--- src/rtl/ms_boot_seq.sv ---
// rtl/ms_boot_seq.sv - table-driven boot/test command sequencer issuing DBIO writes
module ms_boot_seq #(
    parameter int CStepCnt    = 4,
    parameter int CDataLen    = 64,
    parameter int CCondCnt    = 2,
    parameter int CModeLen    = 2,
    parameter int CTimeoutLen = 16,
    parameter logic [CStepCnt*(20+CDataLen+CModeLen)-1:0] CStepTable = '0
) (
    input  logic                AClkH,
    input  logic                AResetH,
    input  logic                AClkHEn,
    input  logic                AStart,
    input  logic [CModeLen-1:0] AMode,
    input  logic [CCondCnt-1:0] ACond,
    input  logic                ADbioReady,
    output logic [11:0]         ADbioAddr,
    output logic [CDataLen-1:0] ADbioMosi,
    output logic [3:0]          ADbioMosiIdx,
    output logic [3:0]          ADbioMisoIdx,
    output logic                ADbioMosi1st,
    output logic                ADbioMiso1st,
    output logic                ABusy,
    output logic                AReady,
    output logic                AError,
    output logic [3:0]          AErrStep,
    output logic [7:0]          ATest
);
    localparam int EW = 20 + CDataLen + CModeLen;

    // All-zero is the reset encoding and behaves exactly like StStart.
    typedef enum logic [5:0] {
        ST_RESET = 6'b000000,
        ST_START = 6'b000001,
        ST_FETCH = 6'b000010,
        ST_WAIT  = 6'b000100,
        ST_ISSUE = 6'b001000,
        ST_READY = 6'b010000,
        ST_ERROR = 6'b100000
    } state_e;

    state_e                 state_q, state_d;
    // One extra bit so a full 16-entry table still reaches the end compare.
    logic [4:0]             step_q, step_d;
    logic [CModeLen-1:0]    mode_q, mode_d;
    logic [CTimeoutLen-1:0] timer_q, timer_d;
    logic [3:0]             err_step_q, err_step_d;

    logic [EW-1:0]          entry;
    logic [11:0]            ent_addr;
    logic [CDataLen-1:0]    ent_data;
    logic [3:0]             ent_idx;
    logic [CModeLen-1:0]    ent_mask;
    logic [2:0]             ent_sel;
    logic                   ent_pol;
    logic                   cond_met;

    always_comb begin
        entry = '0;
        for (int i = 0; i < CStepCnt; i++) begin
            if (step_q == 5'(i)) entry = CStepTable[i*EW +: EW];
        end
    end

    assign ent_pol  = entry[0];
    assign ent_sel  = entry[3:1];
    assign ent_mask = entry[4 +: CModeLen];
    assign ent_idx  = entry[4+CModeLen +: 4];
    assign ent_data = entry[8+CModeLen +: CDataLen];
    assign ent_addr = entry[8+CModeLen+CDataLen +: 12];

    // Selectors beyond the populated inputs never match, forcing a timeout.
    always_comb begin
        cond_met = 1'b0;
        if (ent_sel == 3'd0) cond_met = 1'b1;
        for (int k = 1; k <= CCondCnt; k++) begin
            if (ent_sel == 3'(k)) cond_met = (ACond[k-1] == ent_pol);
        end
    end

    always_ff @(posedge AClkH) begin
        if (AResetH) begin
            state_q    <= ST_RESET;
            step_q     <= '0;
            mode_q     <= '0;
            timer_q    <= '0;
            err_step_q <= '0;
        end else if (AClkHEn) begin
            state_q    <= state_d;
            step_q     <= step_d;
            mode_q     <= mode_d;
            timer_q    <= timer_d;
            err_step_q <= err_step_d;
        end
    end

    always_comb begin
        state_d    = state_q;
        step_d     = step_q;
        mode_d     = mode_q;
        timer_d    = timer_q;
        err_step_d = err_step_q;
        case (state_q)
            ST_RESET, ST_START: begin
                mode_d     = AMode;
                step_d     = '0;
                timer_d    = '0;
                err_step_d = '0;
                state_d    = ST_FETCH;
            end
            ST_FETCH: begin
                if (step_q == 5'(CStepCnt)) begin
                    state_d = ST_READY;
                end else if ((ent_mask != '0) && ((ent_mask & mode_q) == '0)) begin
                    step_d = step_q + 5'd1;
                end else begin
                    timer_d = '0;
                    state_d = ST_WAIT;
                end
            end
            ST_WAIT: begin
                if (cond_met && ADbioReady) begin
                    state_d = ST_ISSUE;
                end else if (&timer_q) begin
                    err_step_d = step_q[3:0];
                    state_d    = ST_ERROR;
                end else begin
                    timer_d = timer_q + 1'b1;
                end
            end
            ST_ISSUE: begin
                step_d  = step_q + 5'd1;
                state_d = ST_FETCH;
            end
            ST_READY, ST_ERROR: begin
                if (AStart) state_d = ST_START;
            end
            default: state_d = ST_START;
        endcase
    end

    assign ADbioAddr    = (state_q == ST_ISSUE) ? ent_addr : '0;
    assign ADbioMosi    = (state_q == ST_ISSUE) ? ent_data : '0;
    assign ADbioMosiIdx = (state_q == ST_ISSUE) ? ent_idx  : '0;
    assign ADbioMisoIdx = '0;
    assign ADbioMosi1st = 1'b0;
    assign ADbioMiso1st = 1'b0;
    assign ABusy        = (state_q == ST_FETCH) || (state_q == ST_WAIT) || (state_q == ST_ISSUE);
    assign AReady       = (state_q == ST_READY);
    assign AError       = (state_q == ST_ERROR);
    assign AErrStep     = err_step_q;
    assign ATest        = {AError, AReady, state_q};
endmodule

--- config.mk ---
export PLATFORM = sky130hd
export DESIGN_NAME = ms_boot_seq
export DESIGN_NICKNAME = d
export VERILOG_FILES = /design/src/rtl/ms_boot_seq.sv
export SDC_FILE = /design/constraint.sdc
export NUM_CORES = 1
export LEC_CHECK = 0
export ABC_AREA = 1
export CAP_MARGIN = 20
export CORE_ASPECT_RATIO = 0.7
export CORE_MARGIN = 2
export CORE_UTILIZATION = 25
export DETAILED_ROUTE_END_ITERATION = 8
export SYNTH_ARGS = -nofsm -noshare
export SYNTH_HDL_FRONTEND = slang
export SYNTH_SLANG_ARGS = --single-unit
export TNS_END_PERCENT = 1
--- constraint.sdc ---
create_clock -name AClkH -period 1.9 [get_ports AClkH]
set_input_delay 0.19 -clock AClkH [delete_from_list [all_inputs] [get_ports AClkH]]
set_output_delay 0.19 -clock AClkH [all_outputs]
set_load 0.05 [all_outputs]
Word-level counts from Yosys, hierarchy flattened
Index checks and enable logic that the tools add are counted.

Register bits after elaboration: 31. Memory bits (read-only): 0. Latch bits: 0. Word-level logic and storage cells: 46. Output and inout bits: 101. Input port bits: 9. RAM bits: 0. Memories: 0.

$lt $le $gt $ge: 0. Reduce and logical (&&, ||, !) cells: 14. Bitwise operators: 0. Shift-type cells: 0. Div/mod/pow operators: 0. $add $sub $neg: 2. Eq/ne operators: 13. Mux-type cells: 13. Multipliers: 0.

Operators with widths (number): $mux 16 (3); $pmux 16 s3 (1); $pmux 6 s4 (1); $mux 6 (3); $add 16x1->16 const B (1); $reduce_and 16->1 (1); $ne 2x2->1 const B (5); $pmux 5 s2 (1); $mux 4 (2); $pmux 4 s2 (1); $eq 6x1->1 const B (1); $eq 6x2->1 const B (1); $eq 6x3->1 const B (1); $eq 6x4->1 const B (1); $eq 6x5->1 const B (1); $eq 6x6->1 const B (1); $logic_not 6->1 (1); $add 5x1->5 const B (1); $eq 5x3->1 const B (1); $mux 5 (1); $reduce_and 5->1 (1); $reduce_and 4->1 (1); $reduce_bool 2->1 (2); $reduce_or 2->1 (2); 6 further kinds (7).

Depth between registers and ports, before layout
Depth in word-level cells: 4. Gate-level depth with buffers: 11. Mapped depth without buffers: 11.

Worst setup path after synthesis
Ideal clock, no wire load.

Kind: flip-flop to flip-flop. From: reg state_q[0]. To: reg state_q[4]. Slack: -0.375 ns. Required time: 1.783 ns. Data arrival time: 2.158 ns. Stages on the path, launching flop included: 10. Period minus slack after synthesis: 2.275 ns. Library setup time: 0.117 ns. Buffers on the path: 1. Path through: dfxtp_1 -> nor2_2 -> nand2_1 -> nor2_1 -> nor2_1 -> nor2_1 -> nor2_1 -> buf_2 -> a21oi_1 -> nor2_1.

Cells in the longest elaborated chain, start to end: 4. Elaborated cells between the ends (all ways): 13. Those cells by class: 8 x eq/ne; 1 x mux; 4 x reduce/logical.

RTL lines: from (decl) (line 42) `state_e state_q, state_d;`; from (signal assigned) (line 89) `state_q <= state_d;`; $eq 6x6->1 *; named net AError (line 25) `output logic AError,`; $reduce_or 2->1 * (line 103) `case (state_q)`; $ne 2x2->1 (no source line); $reduce_and 3->1 (no source line).

Mark *: on every way through the listed nets, which the timed path passes. The rest lies on a longest branch. A chain may end at the register's enable or synchronous reset.

Worst setup path after layout
From: reg state_q[4]. To: out ATest[4].

RTL lines: to (decl) (line 27) `output logic [7:0] ATest`.

No word-level cell between the ends.

==> results.ini <==
[status]
status = finished clean

[clock_tree]
hold_buffers = 0
cts.sinks = 31
clk_latency_ns = 0.27
cts_tree = built
cts_max_level = 2
cts.clk_slew.worst_paths_ns = 0.05
cts-buffers-inserted = 5
root_buffer = clkbuf_16
cts.path.max_buffers = 2

[synthesis]
synth_adder_area_share = 0.01394
synth-simple-area-share = 0.3508
ys_seq_elements = 31
ys_types = 27
synth_area_um2 = 2693
synth_compound_area_frac = 0.06877
synthCells = 412
yosysSeqAreaShare = 0.2305
yosysWarnings = 0
synth_top_family_by_area = simple AND/OR/NAND/NOR gates
syn_avg_cell_area_um2 = 6.535
synth_mux_area_frac = 0
synth_xor_area_frac = 0.01952

[floorplan]
die_x_um = 128.0
rows = 31
die_height_um = 90.83
die-area_um2 = 11630
core_area_um2 = 10430
start_util = 0.2581
io_pins = 110

[final_layout]
diodes = 0
utilization = 0.2813
multi_input_area_um2 = 1568
drive_above_1_share = 0.1129
syn2layout_area_growth_pct = 9.015
fillCellCount = 1148
layout.cells.non_filler = 566
fin_nets = 447
area.sequential_um2 = 621.8

[critical_path]
crit_chain = clkdlybuf4s50_1
cp-end-kind = output port
critical_path.max_stage_delay_ns = 0.86
cp.arrival_ns = 1.58
critical_path_buf_inv_count = 1
crit_fanout = 5
worstSetupPathType = flop to output port
path_delay_family = buffers and inverters
startpoint_type = flop
cp_slowest_cell = clkdlybuf4s50_1
crit_required_ns = 1.71

[routing]
drtPass1Iterations = 4
num_vias = 2290
drc = 0
wire_per_inst_um = 10.05
antenna_left = 0
viasPerCell = 4.046
drt_wl_total_um = 5689
drtIter0Drc = 140

[grt]
grt_pass1_vias = 1896
grt_overflow = 0
grt_start_max_net_pins = 20
antenna_found_initial = 0
grt_usage = 0.09468
grt_pass1_wl_um = 9052

[timing]
relSlewSlack = 0.6419
maxSlewViolCount = 0
holdWs_ns = 0.4780
finalSetupViolCount = 0
fin_crit_sh = 0.9329
skew_ns = 0.002730
worst_pin_slew_ns = 0.5366
rsz0062_at_grt = no
finalCriticalPeriod_ns = 1.773
finalHoldViolations = 0
max_freq_mhz = 564.2
tns_ns = 0

[pwr]
powerDensity_nw_per_um2 = 806.9
peakVddDrop_mv = 0.3491
p_leak_nw = 1.245

[placement]
gp_congestion = 0.8567
dp_cells = 559
numPortBuffers = 19
hpwl_um = 4306

[job]
maxCapViolations = 0

[hold_path]
worst_hold_path_type = flop to flop

[Yosys cell counts]
cell	n	area (um2)
nand2_1	90	337.8
buf_4	88	660.6
nor2_1	51	191.4
nand3_1	45	225.2
dfxtp_1	31	620.6
inv_1	31	116.4
a21oi_1	22	110.1
a21oi_2	6	52.55
nand4_1	6	37.54
nor2_2	4	25.02
nor2_4	4	45.04
xor2_1	4	35.03
buf_2	3	15.01
buf_6	3	33.78
clkbuf_1	3	11.26
ha_1	3	37.54
nand3_4	3	52.55
inv_2	2	7.510
nand2_2	2	12.51
o21ai_1	2	10.01
or2_2	2	12.51
xnor2_1	2	17.52
a211oi_1	1	7.510
buf_1	1	3.750
conb_1	1	3.750
nor3_1	1	5.000
o21ai_0	1	5.000
[placed cells by master, fill, tap and decap left out]
cell type         n
xor2_1            4
o21ai_0           1
clkdlybuf4s50_1  14
nand3_2           1
dfxtp_2           1
inv_2             2
nor3_1            1
dfxtp_1          30
nand2_2           2
a21oi_2           6
nor2_1           47
clkbuf_1          1
nand2_1          90
conb_1           86
o21ai_1           2
nand3_1          44
nand3_4           3
nor2_2            6
ha_1              3
a211oi_1          1
nand4_1           6
inv_1            31
buf_4             9
clkbuf_16         5
nor2_4            6
a21oi_1          22
xnor2_1           2
buf_12            6
or2_2             2
[repair_timing]
action	CTS	global route
endpoints found under the setup margin	0	23
buffers inserted	0	1
gates resized for setup	0	4
[sequential cells by signal, indices dropped and copies added, names as in the netlist]
signal	cells
AErrStep	4
state_q	6
step_q	5
timer_q	16
[per-layer routing]
metal / part of all wire / wire [um] / up-vias / track usage
li1: - / - / 1169 / -
met1: 0.50 / 2856 / 1048 / 0.1423
met2: 0.43 / 2438 / 69 / 0.1395
met3: 0.064 / 363 / 4 / 0.02014
met4: 0.0053 / 30 / 0 / 0.01465
met5: 0 / 0 / - / 0
[cell type report]
cell class | count | share of cell area
multi-input combinational | 335 | 0.5341
sequential | 31 | 0.2118
timing repair buffer | 29 | 0.1117
tap | 132 | 0.05627
clock buffer | 6 | 0.04390
inverter | 33 | 0.04220
[worst paths after layout]
kind | startpoint | end | slack [ns] | cells past startpoint
hold reg to reg | AErrStep[2] | AErrStep[2] | 0.48 | 2
setup reg to reg | step_q[1] | timer_q[14] | 0.23 | 8
setup / recovery | state_q[4] | ATest[4] | 0.13 | 1
hold / removal | AErrStep[2] | AErrStep[2] | 0.48 | 2
[logic make-up (layout without fill, tap and decap cells)]
logic type | Yosys count | count (layout)
and+or+nand+nor | 208 | 208
xor gates and xnor gates | 6 | 6
AOI/OAI and AO/OA | 32 | 32
adders and majority gates | 3 | 3
buffers and inverters | 131 | 68
other | 1 | 86
DFF | 31 | 31
[power by group]
| group | leakage [nW] | internal (mW) | total (mW) | switching (mW) |
|---|---|---|---|---|
| Clock | 0.0628 | 0.470 | 0.731 | 0.261 |
| Combinational | 0.930 | 0.188 | 0.922 | 0.734 |
| Sequential | 0.252 | 0.685 | 0.716 | 0.0306 |
| Total | 1.25 | 1.34 | 2.37 | 1.03 |
[stage by stage]
stage | power (mW) | instance area (um2) | setup WS (ns)
after floorplan | 1.611 | 3027 | 0.002881
after global placement | 1.621 | 2775 | 0.02602
after detailed placement | 1.626 | 2775 | 0.05535
after CTS | 2.366 | 2904 | 0.03720
after global routing | 2.476 | 2935 | 0.05507
final | 2.369 | 2935 | 0.1275
Power figures use the tool's default switching activity.
